File: src/rtl/spi_target_pkg.sv
// Shared constants for the SPI target: frame layout, command decode and FSM states.
package spi_target_pkg;

    localparam int CMD_WIDTH    = 8;
    localparam int FRAME_BITS   = 40;
    localparam int CMD_WE_BIT   = 7;
    localparam int CMD_ADDR_MSB = 6;

    localparam logic [1:0] ST_IDLE = 2'd0;
    localparam logic [1:0] ST_CMD  = 2'd1;
    localparam logic [1:0] ST_DATA = 2'd2;
    localparam logic [1:0] ST_DONE = 2'd3;

    // True when a 7-bit word address falls inside a bank of 'words' registers.
    function automatic logic addr_in_range(input logic [6:0] addr, input int words);
        return ({25'd0, addr} < $unsigned(words));
    endfunction

endpackage

File: src/rtl/spi_sync_edge.sv
// Two-flop synchronizer for an asynchronous pin with registered rise/fall pulses.
module spi_sync_edge #(
    parameter logic RST_VAL = 1'b0
) (
    input  logic clk_i,
    input  logic rstn_i,
    input  logic async_i,
    output logic rise_o,
    output logic fall_o
);

    logic meta_q, meta_d;
    logic sync_q, sync_d;
    logic prev_q, prev_d;
    logic rise_q, rise_d;
    logic fall_q, fall_d;

    // Next-state: shift the pin through the synchronizer and compare against the last level.
    always_comb begin
        meta_d = async_i;
        sync_d = meta_q;
        prev_d = sync_q;
        rise_d = sync_q & ~prev_q;
        fall_d = ~sync_q & prev_q;
    end

    // Synchronizer and pulse registers; reset to the pin's idle level so no false edge appears.
    always_ff @(posedge clk_i) begin
        if (!rstn_i) begin
            meta_q <= RST_VAL;
            sync_q <= RST_VAL;
            prev_q <= RST_VAL;
            rise_q <= 1'b0;
            fall_q <= 1'b0;
        end else begin
            meta_q <= meta_d;
            sync_q <= sync_d;
            prev_q <= prev_d;
            rise_q <= rise_d;
            fall_q <= fall_d;
        end
    end

    assign rise_o = rise_q;
    assign fall_o = fall_q;

endmodule

File: src/rtl/spi_target.sv
// SPI mode-0 target mapping 8-bit command + 32-bit data frames onto a register bank.
module spi_target #(
    parameter int DATA_WIDTH = 32,
    parameter int TEST_WORDS = 8,
    parameter int CMD_WIDTH  = 8
) (
    input  logic                  clk_i,
    input  logic                  rstn_i,
    input  logic                  spi_ss_i,
    input  logic                  spi_sclk_i,
    input  logic                  spi_mosi_i,
    output logic                  spi_miso_o,
    input  logic [6:0]            loc_addr_i,
    output logic [DATA_WIDTH-1:0] loc_rdata_o,
    output logic                  wr_strobe_o,
    output logic [6:0]            wr_addr_o,
    output logic                  err_o
);
    import spi_target_pkg::*;

    logic sclk_rise, sclk_fall, ss_rise, ss_fall;

    logic                  mosi_meta_q, mosi_meta_d;
    logic                  mosi_sync_q, mosi_sync_d;
    logic [1:0]            state_q, state_d;
    logic [5:0]            bit_cnt_q, bit_cnt_d;
    logic [CMD_WIDTH-2:0]  cmd_q, cmd_d;
    logic [DATA_WIDTH-2:0] rx_q, rx_d;
    logic [DATA_WIDTH-1:0] tx_q, tx_d;
    logic                  miso_q, miso_d;
    logic [6:0]            addr_q, addr_d;
    logic                  we_q, we_d;
    logic                  err_q, err_d;
    logic                  wr_strobe_q, wr_strobe_d;
    logic [6:0]            wr_addr_q, wr_addr_d;
    logic [DATA_WIDTH-1:0] regs_q [TEST_WORDS];
    logic [DATA_WIDTH-1:0] regs_d [TEST_WORDS];

    logic [CMD_WIDTH-1:0]  cmd_next;
    logic [DATA_WIDTH-1:0] rd_word;

    spi_sync_edge #(.RST_VAL(1'b0)) u_sclk_sync (
        .clk_i   (clk_i),
        .rstn_i  (rstn_i),
        .async_i (spi_sclk_i),
        .rise_o  (sclk_rise),
        .fall_o  (sclk_fall)
    );

    // Chip select idles high, so its synchronizer resets high.
    spi_sync_edge #(.RST_VAL(1'b1)) u_ss_sync (
        .clk_i   (clk_i),
        .rstn_i  (rstn_i),
        .async_i (spi_ss_i),
        .rise_o  (ss_rise),
        .fall_o  (ss_fall)
    );

    // mosi synchronizer and combinational local read port (old value until the write registers).
    always_comb begin
        mosi_meta_d = spi_mosi_i;
        mosi_sync_d = mosi_meta_q;
        loc_rdata_o = '0;
        for (int i = 0; i < TEST_WORDS; i++) begin
            if (loc_addr_i == 7'(i)) loc_rdata_o = regs_q[i];
        end
    end

    // Frame FSM: command shift, data shift in/out, commit and abort handling.
    always_comb begin
        state_d     = state_q;
        bit_cnt_d   = bit_cnt_q;
        cmd_d       = cmd_q;
        rx_d        = rx_q;
        tx_d        = tx_q;
        miso_d      = miso_q;
        addr_d      = addr_q;
        we_d        = we_q;
        err_d       = err_q;
        wr_strobe_d = 1'b0;
        wr_addr_d   = wr_addr_q;
        regs_d      = regs_q;

        cmd_next = {cmd_q, mosi_sync_q};
        rd_word  = '0;
        for (int i = 0; i < TEST_WORDS; i++) begin
            if (cmd_next[CMD_ADDR_MSB:0] == 7'(i)) rd_word = regs_q[i];
        end

        if (ss_rise) begin
            // Deselect at any point ends the frame without committing anything.
            state_d   = ST_IDLE;
            bit_cnt_d = '0;
            miso_d    = 1'b0;
        end else begin
            case (state_q)
                ST_IDLE: begin
                    miso_d = 1'b0;
                    if (ss_fall) begin
                        state_d   = ST_CMD;
                        bit_cnt_d = '0;
                        cmd_d     = '0;
                        rx_d      = '0;
                        tx_d      = '0;
                    end
                end
                ST_CMD: begin
                    if (sclk_rise) begin
                        cmd_d     = cmd_next[CMD_WIDTH-2:0];
                        bit_cnt_d = bit_cnt_q + 6'd1;
                        if (bit_cnt_q == 6'(CMD_WIDTH - 1)) begin
                            we_d    = cmd_next[CMD_WE_BIT];
                            addr_d  = cmd_next[CMD_ADDR_MSB:0];
                            tx_d    = rd_word;
                            state_d = ST_DATA;
                            if (!addr_in_range(cmd_next[CMD_ADDR_MSB:0], TEST_WORDS)) err_d = 1'b1;
                        end
                    end
                end
                ST_DATA: begin
                    // Reads present the next bit on each falling edge, MSB first.
                    if (sclk_fall && !we_q) begin
                        miso_d = tx_q[DATA_WIDTH-1];
                        tx_d   = {tx_q[DATA_WIDTH-2:0], 1'b0};
                    end
                    if (sclk_rise) begin
                        bit_cnt_d = bit_cnt_q + 6'd1;
                        if (we_q) rx_d = {rx_q[DATA_WIDTH-3:0], mosi_sync_q};
                        if (bit_cnt_q == 6'(FRAME_BITS - 1)) begin
                            state_d = ST_DONE;
                            miso_d  = 1'b0;
                            if (we_q && addr_in_range(addr_q, TEST_WORDS)) begin
                                for (int i = 0; i < TEST_WORDS; i++) begin
                                    if (addr_q == 7'(i)) regs_d[i] = {rx_q, mosi_sync_q};
                                end
                                wr_strobe_d = 1'b1;
                                wr_addr_d   = addr_q;
                            end
                        end
                    end
                end
                ST_DONE: begin
                    miso_d = 1'b0;
                end
                default: begin
                    state_d = ST_IDLE;
                    miso_d  = 1'b0;
                end
            endcase
        end
    end

    // State, datapath and register bank; reset clears everything including the bank.
    always_ff @(posedge clk_i) begin
        if (!rstn_i) begin
            mosi_meta_q <= 1'b0;
            mosi_sync_q <= 1'b0;
            state_q     <= ST_IDLE;
            bit_cnt_q   <= '0;
            cmd_q       <= '0;
            rx_q        <= '0;
            tx_q        <= '0;
            miso_q      <= 1'b0;
            addr_q      <= '0;
            we_q        <= 1'b0;
            err_q       <= 1'b0;
            wr_strobe_q <= 1'b0;
            wr_addr_q   <= '0;
            for (int i = 0; i < TEST_WORDS; i++) regs_q[i] <= '0;
        end else begin
            mosi_meta_q <= mosi_meta_d;
            mosi_sync_q <= mosi_sync_d;
            state_q     <= state_d;
            bit_cnt_q   <= bit_cnt_d;
            cmd_q       <= cmd_d;
            rx_q        <= rx_d;
            tx_q        <= tx_d;
            miso_q      <= miso_d;
            addr_q      <= addr_d;
            we_q        <= we_d;
            err_q       <= err_d;
            wr_strobe_q <= wr_strobe_d;
            wr_addr_q   <= wr_addr_d;
            regs_q      <= regs_d;
        end
    end

    assign spi_miso_o  = miso_q;
    assign wr_strobe_o = wr_strobe_q;
    assign wr_addr_o   = wr_addr_q;
    assign err_o       = err_q;

endmodule

File: config.mk
export PLATFORM = sky130hd
export DESIGN_NAME = spi_target
export DESIGN_NICKNAME = d
export VERILOG_FILES = /design/src/rtl/spi_target_pkg.sv /design/src/rtl/spi_sync_edge.sv /design/src/rtl/spi_target.sv
export SDC_FILE = /design/constraint.sdc
export NUM_CORES = 1
export LEC_CHECK = 0
export CORE_MARGIN = 2
export CORE_UTILIZATION = 64
export CTS_BUF_LIST = sky130_fd_sc_hd__clkbuf_2
export CTS_CLUSTER_DIAMETER = 30
export DETAILED_ROUTE_END_ITERATION = 6
export PLACE_DENSITY = 0.82
export SYNTH_ARGS = -nofsm -noshare
export SYNTH_HDL_FRONTEND = slang
export SYNTH_HIERARCHICAL = 1
export SYNTH_SLANG_ARGS = --single-unit
File: constraint.sdc
create_clock -name clk_i -period 2.41 [get_ports clk_i]
set_input_delay 0.3615 -clock clk_i [delete_from_list [all_inputs] [get_ports clk_i]]
set_output_delay 0.3615 -clock clk_i [all_outputs]
set_load 0.01 [all_outputs]
---- After elaboration in Yosys (flattened, before gate mapping) ----
Index checks and enable logic that the tools add are counted.
word-level totals
  input bits .............................. 12
  register bits after elaboration ......... 364
  word-level logic and storage cells ...... 156
operators by class
  add/sub/neg operators ................... 1
  magnitude comparators ................... 2
  bitwise operators ....................... 14
  mux-type cells .......................... 42
  eq/ne operators ......................... 34
  reduce and logical (&&, ||, !) cells .... 32
operator list
  kind                                                    count
  2-to-1 mux 32 bit                                       20
  case mux 32 bit (3 select lines)                        1
  2-to-1 mux 31 bit                                       3
  equality test 7 x 3 -> 1 bit (second input constant)    12
  case mux 31 bit (2 select lines)                        1
  AND reduction 6 bit                                     10
  equality test 7 x 2 -> 1 bit (second input constant)    6
  equality test 7 x 1 -> 1 bit (second input constant)    3
  zero test 7 bit                                         3
  AND reduction 5 bit                                     3
  < comparator 7 x 4 -> 1 bit (second input constant)     2
  2-to-1 mux 7 bit                                        2
  case mux 7 bit (2 select lines)                         1
  2-to-1 mux 6 bit                                        2
  case mux 6 bit (2 select lines)                         1
  2-to-1 mux 2 bit                                        5
  inverter 1 bit                                          10
  inequality test 2 x 1 -> 1 bit (second input constant)  4
  inequality test 2 bit (second input constant)           4
  AND reduction 4 bit                                     2
  nonzero test 2 bit                                      4
  adder 6 x 1 -> 6 bit (second input constant)            1
  equality test 6 x 3 -> 1 bit (second input constant)    1
  equality test 6 bit (second input constant)             1
  13 further kinds                                        23

---- Logic depth before layout (Yosys ltp) ----
Gate-level depths: netlist of run 1.
  word-level depth ........................ 12
  gate-level depth with buffers ........... 10

---- Hierarchy ----
The synthesis of run 1 kept the hierarchy.
by module, submodules not included
  module                       area an instance (sq um)  cells an instance  times used
  spi_target                   17922.2                   2291               1
  spi_sync_edge (u_sclk_sync)  140.1                     10                 1
  spi_sync_edge (u_ss_sync)    136.4                     10                 1

---- Worst setup path before layout of run 1 ----
OpenSTA, ideal clock, no wires.
  path type ............................... input-to-output
  from .................................... input port loc_addr_i[3]
  to ...................................... output port loc_rdata_o[13]
  stages on the path ...................... 5
  buffers on the path ..................... 1
  path slack .............................. 318 ps
  data required time ...................... 2049 ps
  data arrival time ....................... 1731 ps
  cells stage by stage .................... or4_1 nor2_1 buf_2 a22oi_1 a21oi_1
on the way
  word-level cells in the longest chain between the ends .. 9
  elaborated cells between the ends (all ways) .. 16
  classes of those cells .................. eq/ne (7); mux (8); reduce/logical (1)
RTL lines
  item                             RTL line          RTL
  start, declared                  spi_target.sv:13  input logic [6:0] loc_addr_i,
  zero test 7 bit                  spi_target.sv:65  if (loc_addr_i == 7'(i)) loc_rdata_o = regs_q[i];
  2-to-1 mux 32 bit (7 in series)  spi_target.sv:65
  2-to-1 mux 32 bit *              spi_target.sv:65
  end, declared                    spi_target.sv:14  output logic [DATA_WIDTH-1:0] loc_rdata_o,
Every way passes the cells marked *; elsewhere a longest branch is shown, timed or not.

---- Final worst setup path of run 1 ----
  from .................................... register regs_q[238] in the netlist's numbering
  to ...................................... output port loc_rdata_o[14]
on the way
  word-level cells in the longest chain between the ends .. 8
RTL lines
  item                             RTL line           RTL
  start, declared                  spi_target.sv:36   logic [DATA_WIDTH-1:0] regs_q [TEST_WORDS];
  start signal, assigned           spi_target.sv:184  regs_q <= regs_d;
  2-to-1 mux 32 bit (8 in series)  spi_target.sv:65
Every way passes these cells.

==> flow_metrics.tcl, run 1 <==
set metrics [dict create \
    io_pins 54 \
    cts.sinks 364 \
    area_growth_pct 15.7 \
    hp-class "input pin to flip-flop" \
    crit_fanout 2 \
    layout_common_cells "nand2_1, a21oi_1, dfxtp_1" \
    synth.area.mux_share 0.0984 \
    grt_overflow 0 \
    port-buffer-count 53 \
    drc 4 \
    synth-edff-count 0 \
    cp.depth 6 \
    die_area_um2 29800 \
    cts_buffers 100 \
    netlist-cell-type-count 68 \
    switching_power_mw 3.77 \
    preCtsSetupSlack_ps -741 \
    start_util 0.653 \
    cp_slowest_cell "dfxtp_2" \
    syn-instance-count 2311 \
    reg2reg_depth 8 \
    hp-start "spi_mosi_i" \
    grt_pass1_wl_um 101000 \
    die_w_um 173 \
    p_leak_nw 7.28 \
    status "finished, violations left" \
    path_buf_inv 1 \
    htreeDepth 3 \
    clk_latency_ps 970 \
    finalSetupViolCount 15 \
    synth_nets 2329 \
    detailed_place_hpwl_um 38400 \
    syn_avg_cell_area_um2 7.87 \
    synth-main-ff-cell "dfxtp_1" \
    final-hold-violation-count 2 \
    r2r_end "regs_q[203]" \
    reg2reg_from "state_q[0]" \
    seq_power_share 0.503 \
    period_minus_slack_ps 2570 \
    tightest_slew_ps 967 \
    ys_seq_area_frac 0.400 \
    drtIter0Drc 3409 \
    cap_viol_max_count 0 \
    rsz0062_at_grt "true" \
    ys.warnings.count 6 \
    min_path_cells 2 \
    cts_buffer_depth 3 \
    worst-setup-path-type "flip-flop to output pin" \
    start_kind "flip-flop" \
    cts_tree "yes" \
    via_per_inst 6.83 \
    vias 19351 \
    yosysTopAreaCellShare 0.400 \
    endpoint_kind "output pin" \
    clockRootBuffer "clkbuf_2" \
    ys_ff_latch 364 \
    ir_drop_uv 440 \
    drive_gt1_frac 0.239 \
    p_sw_frac 0.314 \
    numPlacedInstances 2631 \
    synth-adder-area-share 0.00413 \
    synth_area_um2 18200 \
    netlist_top_cells_area "dfxtp_1, nand2_1, a21oi_1" \
    power.internal_mw 8.23 \
    cp.arrival_ps 2210 \
    comb_power_share 0.131 \
    crit_start "regs_q[238]" \
    maxSlewHeadroom 0.353 \
    clkTransAtPathRegs_ps 90 \
    violations "design-rule violations, negative hold slack, negative setup slack" \
    num_rows 61 \
    synth_compound_area_frac 0.224 \
    grt_max_degree 60 \
    nets 2404 \
    synth_area_leader_cell "dfxtp_1" \
    fmax_ghz 0.389 \
    post-route-util 0.756 \
    synth_top_family_by_area "compound AO/OA/AOI/OAI gates" \
    routedWlPerCell_um 23.7 \
    synthArstFlopShare 0 \
    holdWs_ps -6.50 \
    first_pass_iters 7 \
    grt.total_usage 0.428 \
    path_cells "nor3b_4 > a21oi_1 > o221ai_1 > nand3_1 > a21oi_2 > buf_2" \
    place_congestion 0.975 \
    skew_ps 65.5 \
    cpPeakStageDelay_ps 350 \
    die_h_um 173 \
    maxSlewViolCount 0 \
    finalWorstSetupSlack_ps -161 \
    min_period_over_period 1.07 \
    hold_end "mosi_meta_q" \
    design.core.area_um2 27900 \
    rrSetupSlack_ps 40 \
    pwr-share-clk 0.365 \
    cp_top_family "compound AO/OA/AOI/OAI gates" \
    powerDensity_nw_per_um2 570 \
    fin_cells 2833 \
    grt_pass1_vias 18507 \
    layout_commonest_cell "nand2_1" \
    crit_required_ps 2050 \
    yosys.area_share.xor_xnor 0.00193 \
    drt_wl_total_um 67100 \
    synthSimpleGateAreaFrac 0.204 \
    antenna_left 0 \
    antenna_found_initial 1 \
]
## through the flow
step           power (mW)  instance area (um^2)  setup TNS [ps]
6_report             12.0                 21100            -981
5_1_grt              12.4                 21100           -2650
4_1_cts              11.9                 20700           -1150
3_5_place_dp         7.61                 19400          -20420
3_3_place_gp         7.59                 19400          -19320
2_1_floorplan        7.02                 18200               0
## how the worst max path moves through the flow
stage / to
finish: loc_rdata_o[14]
global route: loc_rdata_o[14]
CTS: loc_rdata_o[23]
detailed placement: loc_rdata_o[21]
global placement: loc_rdata_o[14]
floorplan: loc_rdata_o[13]
## power groups by stage
stage,registers [mW],clock network (mW),logic [mW]
floorplan,6.18,0,0.845
global placement,6.18,0,1.41
detailed placement,6.18,0,1.43
CTS,6.04,4.36,1.45
global route,6.05,4.71,1.60
finish,6.04,4.38,1.58
## metal layers
layer / track usage / vias up / share of wire
li1: - / 8297 / -
met2: 0.638 / 1677 / 0.42
met5: 0 / - / 0
met4: 0.303 / 0 / 0.079
met1: 0.532 / 8877 / 0.35
met3: 0.126 / 500 / 0.15
## area by class of cell
type	instances	area (um^2)
diodes	1	2.50
clock buffers	135	676
clock inverters	35	195
fillers	2053	6800
inverters	10	45.0
multi-input cells	1699	10300
flip-flops and latches	364	7390
well taps	378	473
repair buffers	211	2020
## sequential cells by signal, summed over array words and instances (netlist names), 2 cells and up
name / flops
rx_q: 31
bit_cnt_q: 6
addr_q: 7
wr_addr_o: 7
regs_q: 256
tx_q: 32
cmd_q: 7
state_q: 2
## cell usage after synthesis, drive strengths merged (2+ instances only)
master / count
a211oi: 10
a21boi: 17
a21oi: 355
a221oi: 2
a222oi: 17
a22o: 8
a22oi: 84
a2bb2oi: 2
a311oi: 5
a31oi: 6
and2: 9
and3: 35
and3b: 4
and4: 3
and4bb: 2
buf: 132
clkbuf: 106
dfxtp: 364
ha: 6
inv: 9
mux2: 31
mux2i: 126
mux4: 8
nand2: 586
nand2b: 17
nand3: 51
nand3b: 6
nand4: 5
nor2: 93
nor2b: 10
nor3: 5
nor3b: 12
nor4: 6
o21ai: 84
o221ai: 28
o22ai: 12
o2bb2ai: 7
o311a: 2
o31ai: 2
o32ai: 25
or2: 2
or4: 4
xnor2: 3
## cells by family after synthesis
logic type / count (synthesis)
DFF: 364
xor gates and xnor gates: 4
buffers and inverters: 248
muxes: 165
AOI/OAI and AO/OA: 672
adders and majority gates: 6
and+or+nand+nor: 852
## repair_timing
| item | 4_1_cts | 5_1_grt |
|---|---|---|
| pin swaps | 46 | 43 |
| setup buffers | 22 | 5 |
| resized for setup | 249 | 96 |
| endpoints found under the setup margin | 40 | 132 |
| cloned | 3 | 1 |
| hold buffers | 1 | 0 |
| hold endpoints to repair | 1 | 0 |
(Power assumes the default switching activity.)
==> run 2, diff against run 1 <==
--- a/config.mk
+++ b/config.mk
@@ -11,6 +11,7 @@
 export CTS_CLUSTER_DIAMETER = 30
 export DETAILED_ROUTE_END_ITERATION = 6
 export PLACE_DENSITY = 0.82
+export SLEW_MARGIN = 20
 export SYNTH_ARGS = -nofsm -noshare
 export SYNTH_HDL_FRONTEND = slang
 export SYNTH_HIERARCHICAL = 1
==> results of run 2 <==
The final DEF is identical to that of run 1; final timing and power are the same.
